[config.mk]
export PLATFORM = sky130hd
export DESIGN_NAME = divider_seq_top
export DESIGN_NICKNAME = d
export VERILOG_FILES = /design/src/rtl/divider_pkg.sv /design/src/rtl/div_step.sv /design/src/rtl/divider_seq_top.sv
export SDC_FILE = /design/constraint.sdc
export NUM_CORES = 1
export LEC_CHECK = 0
export BUFFER_PORTS_ARGS = -buffer_cell sky130_fd_sc_hd__buf_2
export CORE_UTILIZATION = 56
export DETAILED_ROUTE_END_ITERATION = 8
export PLACE_DENSITY = 0.8
export SYNTH_ARGS = -nofsm -noshare
export SYNTH_HDL_FRONTEND = slang
export SYNTH_SLANG_ARGS = --single-unit
[constraint.sdc]
create_clock -name clk -period 3.1 [get_ports clk]
set_input_delay 0.31 -clock clk [delete_from_list [all_inputs] [get_ports clk]]
set_output_delay 0.31 -clock clk [all_outputs]
set_load 0.005 [all_outputs]
[src/rtl/divider_pkg.sv]
// Shared types and default widths for the sequential restoring divider.
package divider_pkg;

  // Default widths pair with the 12x9 multiplier: its 21-bit product divided by a 9-bit operand.
  localparam int DVDND_BITS_DEF = 21;
  localparam int DVSR_BITS_DEF  = 9;

  // Controller states: waiting for operands, iterating, holding a result.
  typedef enum logic [1:0] {
    IDLE = 2'd0,
    CALC = 2'd1,
    DONE = 2'd2
  } state_e;

endpackage

[src/rtl/div_step.sv]
// One radix-2 restoring division step: shift in the next dividend bit,
// then subtract the divisor if it fits.
module div_step #(
  parameter int DVSR_BITS = 9
) (
  input  logic [DVSR_BITS:0]   r_i,
  input  logic                 bit_i,
  input  logic [DVSR_BITS-1:0] divisor_i,
  output logic [DVSR_BITS:0]   r_o,
  output logic                 q_o
);

  logic [DVSR_BITS:0] trial;
  logic [DVSR_BITS:0] dvsrExt;

  // The shift drops the top bit of r, which is always 0 because r stays below the divisor.
  always_comb begin
    trial   = (r_i << 1) | {{DVSR_BITS{1'b0}}, bit_i};
    dvsrExt = {1'b0, divisor_i};
    if (trial >= dvsrExt) begin
      r_o = trial - dvsrExt;
      q_o = 1'b1;
    end else begin
      r_o = trial;
      q_o = 1'b0;
    end
  end

endmodule

[src/rtl/divider_seq_top.sv]
// Sequential radix-2 restoring unsigned divider.
// Produces one quotient bit per clock, with valid/ready handshakes on both sides.
module divider_seq_top
  import divider_pkg::*;
#(
  parameter int DVDND_BITS = DVDND_BITS_DEF,
  parameter int DVSR_BITS  = DVSR_BITS_DEF
) (
  input  logic                  clk,
  input  logic                  rst_n,
  input  logic                  in_valid,
  output logic                  in_ready,
  input  logic [DVDND_BITS-1:0] dividend,
  input  logic [DVSR_BITS-1:0]  divisor,
  output logic                  out_valid,
  input  logic                  out_ready,
  output logic [DVDND_BITS-1:0] quotient,
  output logic [DVSR_BITS-1:0]  remainder,
  output logic                  div_by_zero
);

  localparam int CNT_W = $clog2(DVDND_BITS);
  localparam logic [CNT_W-1:0] CNT_LOAD = CNT_W'(DVDND_BITS - 1);

  state_e                state_q, state_d;
  logic [DVDND_BITS-1:0] dvdq_q, dvdq_d;
  logic [DVSR_BITS-1:0]  dvsr_q, dvsr_d;
  logic [DVSR_BITS:0]    r_q, r_d;
  logic [CNT_W-1:0]      cnt_q, cnt_d;
  logic [DVDND_BITS-1:0] quotient_q, quotient_d;
  logic [DVSR_BITS-1:0]  remainder_q, remainder_d;
  logic                  dbz_q, dbz_d;

  logic [DVSR_BITS:0]    rNext;
  logic                  qBit;

  div_step #(
    .DVSR_BITS(DVSR_BITS)
  ) u_step (
    .r_i      (r_q),
    .bit_i    (dvdq_q[DVDND_BITS-1]),
    .divisor_i(dvsr_q),
    .r_o      (rNext),
    .q_o      (qBit)
  );

  // State and datapath registers; reset aborts any division in flight.
  always_ff @(posedge clk or negedge rst_n) begin
    if (!rst_n) begin
      state_q     <= IDLE;
      dvdq_q      <= '0;
      dvsr_q      <= '0;
      r_q         <= '0;
      cnt_q       <= '0;
      quotient_q  <= '0;
      remainder_q <= '0;
      dbz_q       <= 1'b0;
    end else begin
      state_q     <= state_d;
      dvdq_q      <= dvdq_d;
      dvsr_q      <= dvsr_d;
      r_q         <= r_d;
      cnt_q       <= cnt_d;
      quotient_q  <= quotient_d;
      remainder_q <= remainder_d;
      dbz_q       <= dbz_d;
    end
  end

  // Next-state logic: dividend bits shift out of dvdq as quotient bits shift in behind them.
  always_comb begin
    state_d     = state_q;
    dvdq_d      = dvdq_q;
    dvsr_d      = dvsr_q;
    r_d         = r_q;
    cnt_d       = cnt_q;
    quotient_d  = quotient_q;
    remainder_d = remainder_q;
    dbz_d       = dbz_q;

    case (state_q)
      IDLE: begin
        if (in_valid) begin
          dvdq_d = dividend;
          dvsr_d = divisor;
          r_d    = '0;
          cnt_d  = CNT_LOAD;
          if (divisor == '0) begin
            state_d     = DONE;
            quotient_d  = '1;
            remainder_d = '0;
            dbz_d       = 1'b1;
          end else begin
            state_d = CALC;
          end
        end
      end
      CALC: begin
        r_d    = rNext;
        dvdq_d = {dvdq_q[DVDND_BITS-2:0], qBit};
        cnt_d  = cnt_q - CNT_W'(1);
        if (cnt_q == '0) begin
          state_d     = DONE;
          quotient_d  = {dvdq_q[DVDND_BITS-2:0], qBit};
          remainder_d = rNext[DVSR_BITS-1:0];
          dbz_d       = 1'b0;
        end
      end
      DONE: begin
        if (out_ready) begin
          state_d = IDLE;
        end
      end
      default: begin
        state_d = IDLE;
      end
    endcase
  end

  assign in_ready    = (state_q == IDLE);
  assign out_valid   = (state_q == DONE);
  assign quotient    = quotient_q;
  assign remainder   = remainder_q;
  assign div_by_zero = dbz_q;

endmodule

==> metrics.md, run 1 <==
| Metric | Value |
|---|---|
| 1st-iter DRT viols | around 230 |
| Req. time, crit path | 3340 ps |
| RSZ-0062 raised after global routing | no |
| DP HPWL | about 6.4 mm |
| Drt first pass iters | 6 |
| CP Max Fanout | 10 |
| Cell variety after synth | a little under 60 |
| Hold_buf cts | 0 |
| Slew headroom | a little under two fifths |
| H-tree Lvls | 3 |
| Final nets | 512 |
| Hold_ws | 87.5 ps |
| Initial antenna violation count | 0 |
| FFs w/ async S/R, synth | 100% |
| Final hold vios | 0 |
| Post-synth top cells | 77 x dfrtp_1, 77 x nand2_1, 32 x nor2_1, 22 x a31oi_1, 20 x o22a_1 |
| WS Path Type | reg2reg |
| Worst hold path class | in2async |
| FF/Latch Area | around 1900 um2 |
| Wirelength per Cell | 16.8 um |
| Multi-input gate area | about 1800 um2 |
| Failing checks | design-rule violations |
| Post-DRT Antenna Nets | 0 |
| Gr usage total | 28.0% |
| Slowest stage delay, CP | 490 ps |
| Routed wire length | between 9 and 10 mm |
| Syn Inst Count | slightly above 400 |
| P_leak | 2.08 nW |
| Post-synth top flop | dfrtp_1 |
| Worst Path Arrival | around 2900 ps |
| Synth area leader | dfrtp_1 |
| Setup Skew | about 6.3 ps |
| Post-CTS setup buffer count | 0 |
| Worst-path clk slew | ~80 ps |
| FF-to-FF End | remainder[0] |
| Critical Path, Cell by Cell | inv_1, ha_1, fa_1, nand2b_1, a2111oi_4, o31a_2, nor2_4, a221o_1 |
| RePlAce Congestion | 0.926 |
| Final Max Slew Viols | 0 |
| Maximum clock frequency | ~380 MHz |
| Port Buf Inserts | between 60 and 70 |
| Max-cap violations | 0 |
| Syn_nets | 452 |
| Worst r2r src | dvdq_q[20] |
| Area overhead of the layout relative to synthesis | 14.4% |
| Critical Path Stages | 8 |
| Largest net degree at the start of global routing | 78 |
| First-pass GRT wire length | about 16 mm |
| Vias/cell | approximately 6 |
| Sink Count | 77 |
| Setup violators final | 0 |
| Worst path bufs/invs | 1 |
| Global route overflow | 0 |
| Ys Warns | 0 |
| Synth top area share | 49.3% |
| Cell Area, Synth | 3910 um2 |
| Peak supply drop | between 0.0005 and 0.0006 V |
| Die width | ~86 um |
| Initial Util | 57.9% |
| I/O pins | 67 |
| Critical Path Start Type | register |
| Crit path max-delay family | compound AO/OA/AOI/OAI gates |
| TritonCTS buffer count | 9 |
| Layout cells sized above 1 | a little over a fifth |
| Outcome | complete, but fails checks |
| Slowest cell on the critical path | a2111oi_4 |
| Die Area | between 7000 and 8000 um2 |
| Ant. Diodes | 0 |
| Vias in the first global route | 3,280 |
| Post-layout minimum cycle time | 2610 ps |
| Fill count | roughly 560 |
| Max clock buf depth | 2 |
| Synth Area per Inst | a little under 10 um2 |
| Worst-Margin Slew | 948 ps |
| Synth area leaders | dfrtp_1 49%, nand2_1 7.4%, o22a_1 4.5% |
| Setup TNS | 0 ps |
| CTS tree | done |
| Post-synthesis sequential area ratio | between 40% and 50% |
| # DRC | 1 |
| PD cells | roughly 1200 nW/um2 |
| Final Cycle Share | around 84% |
| Post_cts resized | 0 |
| Row count | 30 |
| Core area | a little under 7000 um2 |
| Worst-Skew Late Latency | approximately 360 ps |
| R2R Setup Slk | about 490 ps |
| Post-synth EDFFs | 0 |
| Endpoint class of the critical path | register |
| CTS root buf | clkbuf_8 |
| Vias | 3,320 |
| Reg2Reg Depth | 8 |
| DIE HEIGHT | 85.5 um |
| Synthesis-stage register bit count | 77 |
power by group:
part	leakage, nW	switching [mW]	internal [mW]
Sequential	0.895	0.344	1.49
Clock	0.0832	0.388	0.318
Combinational	1.10	1.63	1.15
sequential cells by signal (all words and copies together) (netlist names):
register	count
quotient	21
remainder	9
r_q	9
cnt_q	5
state_q	2
div_by_zero	1
dvsr_q	9
dvdq_q	21
routing by layer:
metal	vias to the layer above	track usage (%)	wire length, um
met5	-	0	0
met4	0	12.3	264
met3	30	6.54	597
met2	128	45.1	4470
li1	1577	-	-
met1	1585	36.6	3940
cell families (layout without fill, tap and decap cells):
logic type	count (synthesis)	after routing	synth area share [%]
AOI/OAI and AO/OA	109	109	21.6
and+or+nand+nor	160	160	19.0
buffers and inverters	42	107	4.67
xor gates and xnor gates	5	5	1.12
adders and majority gates	12	12	4.03
DFF	77	77	49.3
muxes	1	1	0.256
cell type report:
class	instances	share of cell area (%)
clock buffer	12	3.24
clock inverter	4	0.727
inverter	16	1.34
multi-input combinational	287	40.4
sequential	77	43.1
tap	80	2.24
timing repair buffer	75	8.95
how the worst max path moves through the flow:
stage | from | to
finish | dvdq_q[20] | remainder[0]
global route | dvdq_q[20] | remainder[8]
CTS | dvdq_q[20] | remainder[8]
detailed placement | dvdq_q[20] | remainder[8]
global placement | dvdq_q[20] | remainder[0]
floorplan | dvsr_q[0] | remainder[0]
placed cells by master (no fill, tap or decap), drive strengths merged, types with 4 or more instances in the layout:
master / instances
clkbuf: 12
nand3: 8
nand4: 6
dfrtp: 77
nor2: 35
nor3: 5
o21ai: 17
nand2b: 7
and3: 5
ha: 11
inv: 17
o211ai: 6
buf: 75
nand2: 77
a31oi: 22
o31ai: 4
o22a: 20
a21oi: 11
metrics by stage:
stage                     worst slack, ps  instances  util, %  power (mW)  area (um2)
after detailed placement              533        535     63.6        4.58        4300
after global placement                595        535     63.6        4.48        4300
after global routing                  327        551     66.2        5.73        4470
after floorplan                       727        406        -        3.81        3910
final                                 493        551     66.2        5.31        4470
after CTS                             511        551     66.2        5.29        4470
worst register-to-register path, stage by stage (launching register included):
cell and delay [ps]:
dfrtp_1 350, inv_1 70, ha_1 210, fa_1 380, nand2b_1 220, a2111oi_4 490, o31a_2 360, nor2_4 100
a221o_1 310
Power figures use the tool's default switching activity.
==> run 2: changes to the inputs <==
--- a/config.mk
+++ b/config.mk
@@ -5,10 +5,11 @@
 export SDC_FILE = /design/constraint.sdc
 export NUM_CORES = 1
 export LEC_CHECK = 0
+export ABC_AREA = 1
 export BUFFER_PORTS_ARGS = -buffer_cell sky130_fd_sc_hd__buf_2
 export CORE_UTILIZATION = 56
 export DETAILED_ROUTE_END_ITERATION = 8
-export PLACE_DENSITY = 0.8
+export PLACE_DENSITY = 0.79
 export SYNTH_ARGS = -nofsm -noshare
 export SYNTH_HDL_FRONTEND = slang
 export SYNTH_SLANG_ARGS = --single-unit
==> constraint.sdc (replaced) <==
create_clock -name clk -period 2.4 [get_ports clk]
set_input_delay 0.24 -clock clk [delete_from_list [all_inputs] [get_ports clk]]
set_output_delay 0.24 -clock clk [all_outputs]
set_load 0.005 [all_outputs]
==> run 2 against run 1 <==
The run now ends clean. Maximum frequency increased by 33%. Wire length shrank 9.6%. Core utilization rose by 0.060 points. Die area is 2.1% higher. Sequential power rose by 24%. Count of clock-buffer cells in the layout fell by 1. Clock skew up 3.0 ps. Combinational power is 39% higher. Non-clock buffer count is 5 lower. First-iteration DRC count up 16%. Via count fell by 0.42%.
==> metrics.md, run 2 <==
| Metric | Value |
|---|---|
| PD cells | 1560 nW/um2 |
| Layout cells sized above 1 | between 20% and 30% |
| Fill count | 577 |
| Slowest cell on the critical path | fa_1 |
| First-pass GRT wire length | 14.3 mm |
| Die Area | around 7500 um2 |
| Clock share of power | a little over an eighth |
| Layout Cells excl Fill | 639 |
| Worst Path Arrival | between 2000 and 2500 ps |
| Setup TNS | 0 ps |
| Worst slack, placed | between 400 and 500 ps |
| Core area | 6830 um2 |
| Worst r2r src | dvsr_q[0] |
| Synth Area per Inst | between 8 and 9 um2 |
| Port Buf Inserts | 66 |
| Largest net degree at the start of global routing | 78 |
| Final hold vios | 0 |
| Routed wire length | roughly 8.4 mm |
| Req. time, crit path | between 2000 and 3000 ps |
| Vias in the first global route | ~3,100 |
| Post-synthesis sequential area ratio | roughly half |
| Final nets | 584 |
| Worst-path clk slew | ~80 ps |
| Most common cell in the netlist | nand2_1 |
| Max-cap violations | 0 |
| Outcome | completed |
| Commonest non-fill, non-tap cell in the layout | nand2_1 |
| Wirelength per Cell | approximately 13 um |
| Sink Count | 77 |
| P_leak | 2.39 nW |
| RePlAce Congestion | 0.854 |
| Post-synth EDFFs | 0 |
| Ant. Diodes | 0 |
| Hold_buf cts | 0 |
| Cell Area, Synth | between 3000 and 4000 um2 |
| Cell variety after synth | 33 |
| Sw power | 3.33 mW |
| Syn_nets | 522 |
| Critical Path, Cell by Cell | ha_1, fa_1, inv_1, nand2_1, nand3_1, nand2_2, nand2_4, nand2_1, nand2_1, nand3_1, nand2_1 |
| 1st-iter DRT viols | around 260 |
| Placed Instance Area | about 4300 um2 |
| Post-DRT Antenna Nets | 0 |
| Placed cells | ~620 |
| Switching part of the total | roughly 47% |
| Worst hold path class | in2async |
| DP HPWL | around 5.8 mm |
| Worst path bufs/invs | 1 |
| Row count | 30 |
| Crit-path most repeated cell | nand2_1 |
| Final Max Slew Viols | 0 |
| Global route overflow | 0 |
| TritonCTS buffer count | 9 |
| Max clock buf depth | 2 |
| Slowest stage delay, CP | a little over 400 ps |
| Synth top area share | 48.3% |
| Slew headroom | 35.9% |
| CP Max Fanout | 10 |
| Vias | around 3,300 |
| Setup violators final | 0 |
| Setup Skew | approximately 9.3 ps |
| CTS tree | done |
| Vias/cell | roughly 5.2 |
| R2R Setup Slk | about 440 ps |
| WS Path Type | reg2reg |
| Final worst setup slack | approximately 440 ps |
| FF/Latch Area | ~1900 um2 |
| RSZ-0062 raised after global routing | no |
| FFs w/ async S/R, synth | 100% |
| Post-synth top flop | dfrtp_1 |
| Cell area after layout | about 4500 um2 |
| Logic pwr share | a little over half |
| Gr usage total | 24.9% |
| CTS root buf | clkbuf_8 |
| FF-to-FF End | remainder[0] |
| Post_cts resized | 0 |
| Post-CTS setup buffer count | 0 |
| Area overhead of the layout relative to synthesis | 13.4% |
| Critical Path Start Type | register |
| H-tree Lvls | 3 |
| Internal power | about 3.7 mW |
| Multi-input gate area | 1750 um2 |
| Initial antenna violation count | 0 |
| Seq pwr share | approximately 32% |
| I/O pins | 67 |
| Syn Inst Count | about 480 |
| Reg2Reg Depth | 11 |
| Crit path max-delay family | simple AND/OR/NAND/NOR gates |
| # DRC | 0 |
| Worst-Skew Late Latency | 350 ps |
| Initial Util | 58.4% |
| Synth area leader | dfrtp_1 |
| Worst-Margin Slew | ~960 ps |
| DIE HEIGHT | roughly 86 um |
| Endpoint class of the critical path | register |
| Die width | between 80 and 90 um |
| Peak supply drop | approximately 0.0010 V |
| Maximum clock frequency | 510 MHz |
| Synthesis-stage register bit count | slightly below 80 |
| Most frequent cells in the layout | 152 x nand2_1, 77 x dfrtp_1, 65 x buf_2 |
| Post-layout minimum cycle time | roughly 2000 ps |
| Post-synth top cells | 152 x nand2_1, 77 x dfrtp_1, 55 x nor2_1, 39 x inv_1, 25 x nand3_1 |
| Ys Warns | 0 |
| Synth area leaders | dfrtp_1 48%, nand2_1 14%, o21ai_2 5.3% |
| Final Cycle Share | between 80% and 90% |
| Drt first pass iters | 5 |
## run 2: stage by stage
step           hold slack (ps)  total power, mW  utilization [%]
2_1_floorplan            -55.6             5.28                -
3_3_place_gp               420             5.97             63.4
3_5_place_dp               430             6.11             63.4
4_1_cts                   56.0             7.09             66.3
5_1_grt                   49.8             7.73             66.3
6_report                  28.5             7.07             66.3
## run 2: kinds of logic after synthesis
| logic type | Yosys count | synth area share (%) |
|---|---|---|
| AO/OA/AOI/OAI | 67 | 12.3 |
| XOR/XNOR | 3 | 0.658 |
| adder cells (fa/ha/maj) | 12 | 3.95 |
| buffers and inverters | 63 | 7.99 |
| flip-flops | 77 | 48.3 |
| AND/OR/NAND/NOR | 254 | 26.8 |
## run 2: cell type report
type,instances,area share (%)
clock buffers,11,3.34
clock inverters,5,0.940
inverters,44,3.92
multi-input cells,336,38.6
flip-flops and latches,77,42.6
well taps,96,2.65
repair buffers,70,8.02
## run 2: routing by layer
metal,GRT usage [%],share of wire (%),vias to the layer above
met5,0,0,-
met4,9.70,1.5,0
met3,5.14,4.5,12
met2,39.2,47,82
met1,34.2,47,1558
li1,-,-,1654
## run 2: worst max path at each step
stage / start / endpoint / slack (ps) / cells past startpoint
after global placement: dvsr_q[0] / remainder[8] / 540 / 11
after detailed placement: dvsr_q[0] / remainder[1] / 460 / 11
after floorplan: dvsr_q[0] / remainder[7] / 630 / 11
final: dvsr_q[0] / remainder[0] / 440 / 11
after global routing: dvdq_q[20] / remainder[0] / 230 / 12
after CTS: dvsr_q[0] / remainder[0] / 430 / 11
## run 2: worst register-to-register path, stage by stage, from the launching register on
cell	delay (ps)
dfrtp_1	400
ha_1	230
fa_1	410
inv_1	90
nand2_1	70
nand3_1	100
nand2_2	150
nand2_4	150
nand2_1	60
nand2_1	80
nand3_1	70
nand2_1	80
## run 2: power by group through the flow
| stage | Combinational [mW] | Sequential (mW) | Clock, mW |
|---|---|---|---|
| global placement | 3.71 | 2.26 | 0 |
| CTS | 3.86 | 2.26 | 0.965 |
| detailed placement | 3.83 | 2.28 | 0 |
| floorplan | 3.05 | 2.24 | 0 |
| global route | 4.38 | 2.33 | 1.02 |
| finish | 3.85 | 2.27 | 0.950 |
==> run 3: changes to the inputs <==
==> constraint.sdc (replaced) <==
create_clock -name clk -period 1.9 [get_ports clk]
set_input_delay 0.19 -clock clk [delete_from_list [all_inputs] [get_ports clk]]
set_output_delay 0.19 -clock clk [all_outputs]
set_load 0.005 [all_outputs]
==> run 3 against run 2 <==
Core utilization grew 5.8 points. Clock skew grew 2.8 ps. Count of clock-buffer cells in the layout shrank 2. Worst setup slack lost 420 ps. Combinational power grew 58%. Via count grew 9.7%. Wire length grew 15%. Power grew 45%. Sequential power grew 28%. Sequential cell count is the same. Global-route usage grew 0.88 points. Critical path type unchanged. Critical endpoint is now remainder[4].
==> metrics.md, run 3 (synthesis results as in run 2) <==
| Metric | Value |
|---|---|
| Drt first pass iters | 5 |
| Critical Path, Cell by Cell | ha_1, fa_2, inv_1, nand2_1, nand3_4, nand2_8, nand2_4, nand2_1, nand2_2, nand3_1, nand2_1 |
| Endpoint class of the critical path | register |
| CTS tree | done |
| Seq pwr share | around 28% |
| Clock share of power | 12.7% |
| Initial antenna violation count | 0 |
| Switching part of the total | between 40% and 50% |
| Placed cells | approximately 630 |
| PD cells | ~2100 nW/um2 |
| Final core occ | 72.0% |
| Commonest non-fill, non-tap cell in the layout | nand2_1 |
| Largest net degree at the start of global routing | slightly below 80 |
| Sink Count | 77 |
| Slowest cell on the critical path | dfrtp_1 |
| Cell area after layout | 4920 um2 |
| Vias | roughly 3,600 |
| 1st-iter DRT viols | ~350 |
| Logic pwr share | about three fifths |
| Hold_ws | 52.2 ps |
| Final worst setup slack | ~19 ps |
| Area overhead of the layout relative to synthesis | 23.3% |
| Worst Path Arrival | 2190 ps |
| Peak supply drop | 0.00133 V |
| P_leak | 2.52 nW |
| DP HPWL | 5.87 mm |
| Worst-Margin Slew | slightly below 500 ps |
| Worst-path clk slew | ~90 ps |
| Max-cap violations | 0 |
| H-tree Lvls | 3 |
| Vias/cell | about 5.5 |
| Slew headroom | between 60 and 70% |
| Initial Util | approximately three fifths |
| Global route overflow | 0 |
| RePlAce Congestion | between 0.8 and 0.9 |
| Worst slack, placed | -45.9 ps |
| Final nets | a little over 600 |
| Final hold vios | 0 |
| Internal power | between 5 and 6 mW |
| CTS root buf | clkbuf_8 |
| Most frequent cells in the layout | 147 x nand2_1, 74 x dfrtp_1, 65 x buf_2 |
| Gr usage total | approximately a quarter |
| R2R Setup Slk | about 19 ps |
| Core area | slightly below 7000 um2 |
| Routed wire length | approximately 9.7 mm |
| DIE HEIGHT | ~86 um |
| Setup Skew | 12.1 ps |
| Layout cells sized above 1 | a little under a third |
| Final Max Slew Viols | 0 |
| # DRC | 0 |
| Critical Path Start Type | register |
| Setup violators final | 0 |
| I/O pins | 67 |
| Vias in the first global route | around 3,300 |
| Placed Instance Area | 4400 um2 |
| Slowest stage delay, CP | 410 ps |
| Post-layout minimum cycle time | around 1900 ps |
| Worst-Skew Late Latency | between 300 and 400 ps |
| Req. time, crit path | around 2200 ps |
| Ant. Diodes | 0 |
| First-pass GRT wire length | between 10 and 15 mm |
| Fill count | just over 500 |
| Max clock buf depth | 2 |
| Die width | 86.4 um |
| Outcome | completed |
| WS Path Type | reg2reg |
| Layout Cells excl Fill | about 660 |
| Sw power | slightly below 5 mW |
| Port Buf Inserts | 66 |
| CP Max Fanout | 6 |
| Final Cycle Share | between 90% and 100% |
| Crit-path most repeated cell | nand2_1 |
| RSZ-0062 raised after global routing | yes |
| Wirelength per Cell | 14.7 um |
| Die Area | 7470 um2 |
| Post-DRT Antenna Nets | 0 |
| Row count | 30 |
| Total power | between 10 and 15 mW |
| TritonCTS buffer count | 9 |
| Setup TNS | 0 ps |
| Worst hold path class | in2reg |
| Maximum clock frequency | 532 MHz |
[run 3: path summary, 6_finish.rpt]
kind,from,endpoint,depth (start not counted)
setup / recovery,dvsr_q[0],remainder[4],11
hold / removal,divisor[3],dvsr_q[3],3
setup reg to reg,dvsr_q[0],remainder[4],11
hold reg to reg,remainder[7],remainder[7],2
max in group asynchronous,rst_n,r_q[2],3
min in group asynchronous,rst_n,quotient[9],3
[run 3: timing repair]
action,in CTS,in global routing
gates cloned,1,1
setup buffers,0,10
endpoints found under the hold margin,78,0
hold buffers,2,0
resized for setup,2,32
pin swaps,1,12
endpoints found under the setup margin,18,20
[run 3: worst max-delay path, delay by kind of cell (launching register included)]
kind / cells / cell delay (ps)
flops: 1 / 410
simple gates: 8 / 750
fa+ha+maj: 2 / 580
buf+inv: 1 / 80
[run 3: power by group through the flow]
stage,sequential [mW],clock (mW),combinational [mW]
finish,2.91,1.30,6.07
CTS,2.86,1.31,5.10
global route,3.00,1.38,6.70
floorplan,2.83,0,3.85
global placement,2.85,0,4.84
detailed placement,2.89,0,5.01
[run 3: layout make-up]
class / count / area, um2 / area share (%)
clock buffers: 9 / 124 / 2.52
clock inverters: 7 / 80.1 / 1.63
inverters: 44 / 178 / 3.61
multi-input cells: 338 / 1940 / 39.3
flip-flops and latches: 77 / 1930 / 39.2
well taps: 96 / 120 / 2.44
repair buffers: 88 / 553 / 11.2
[run 3: metal layers]
metal,GRT usage (%),up-vias,wire length [um]
met5,0,-,0
li1,-,1703,-
met2,41.8,157,4700
met3,4.57,38,492
met4,10.9,0,320
met1,34.5,1730,4150
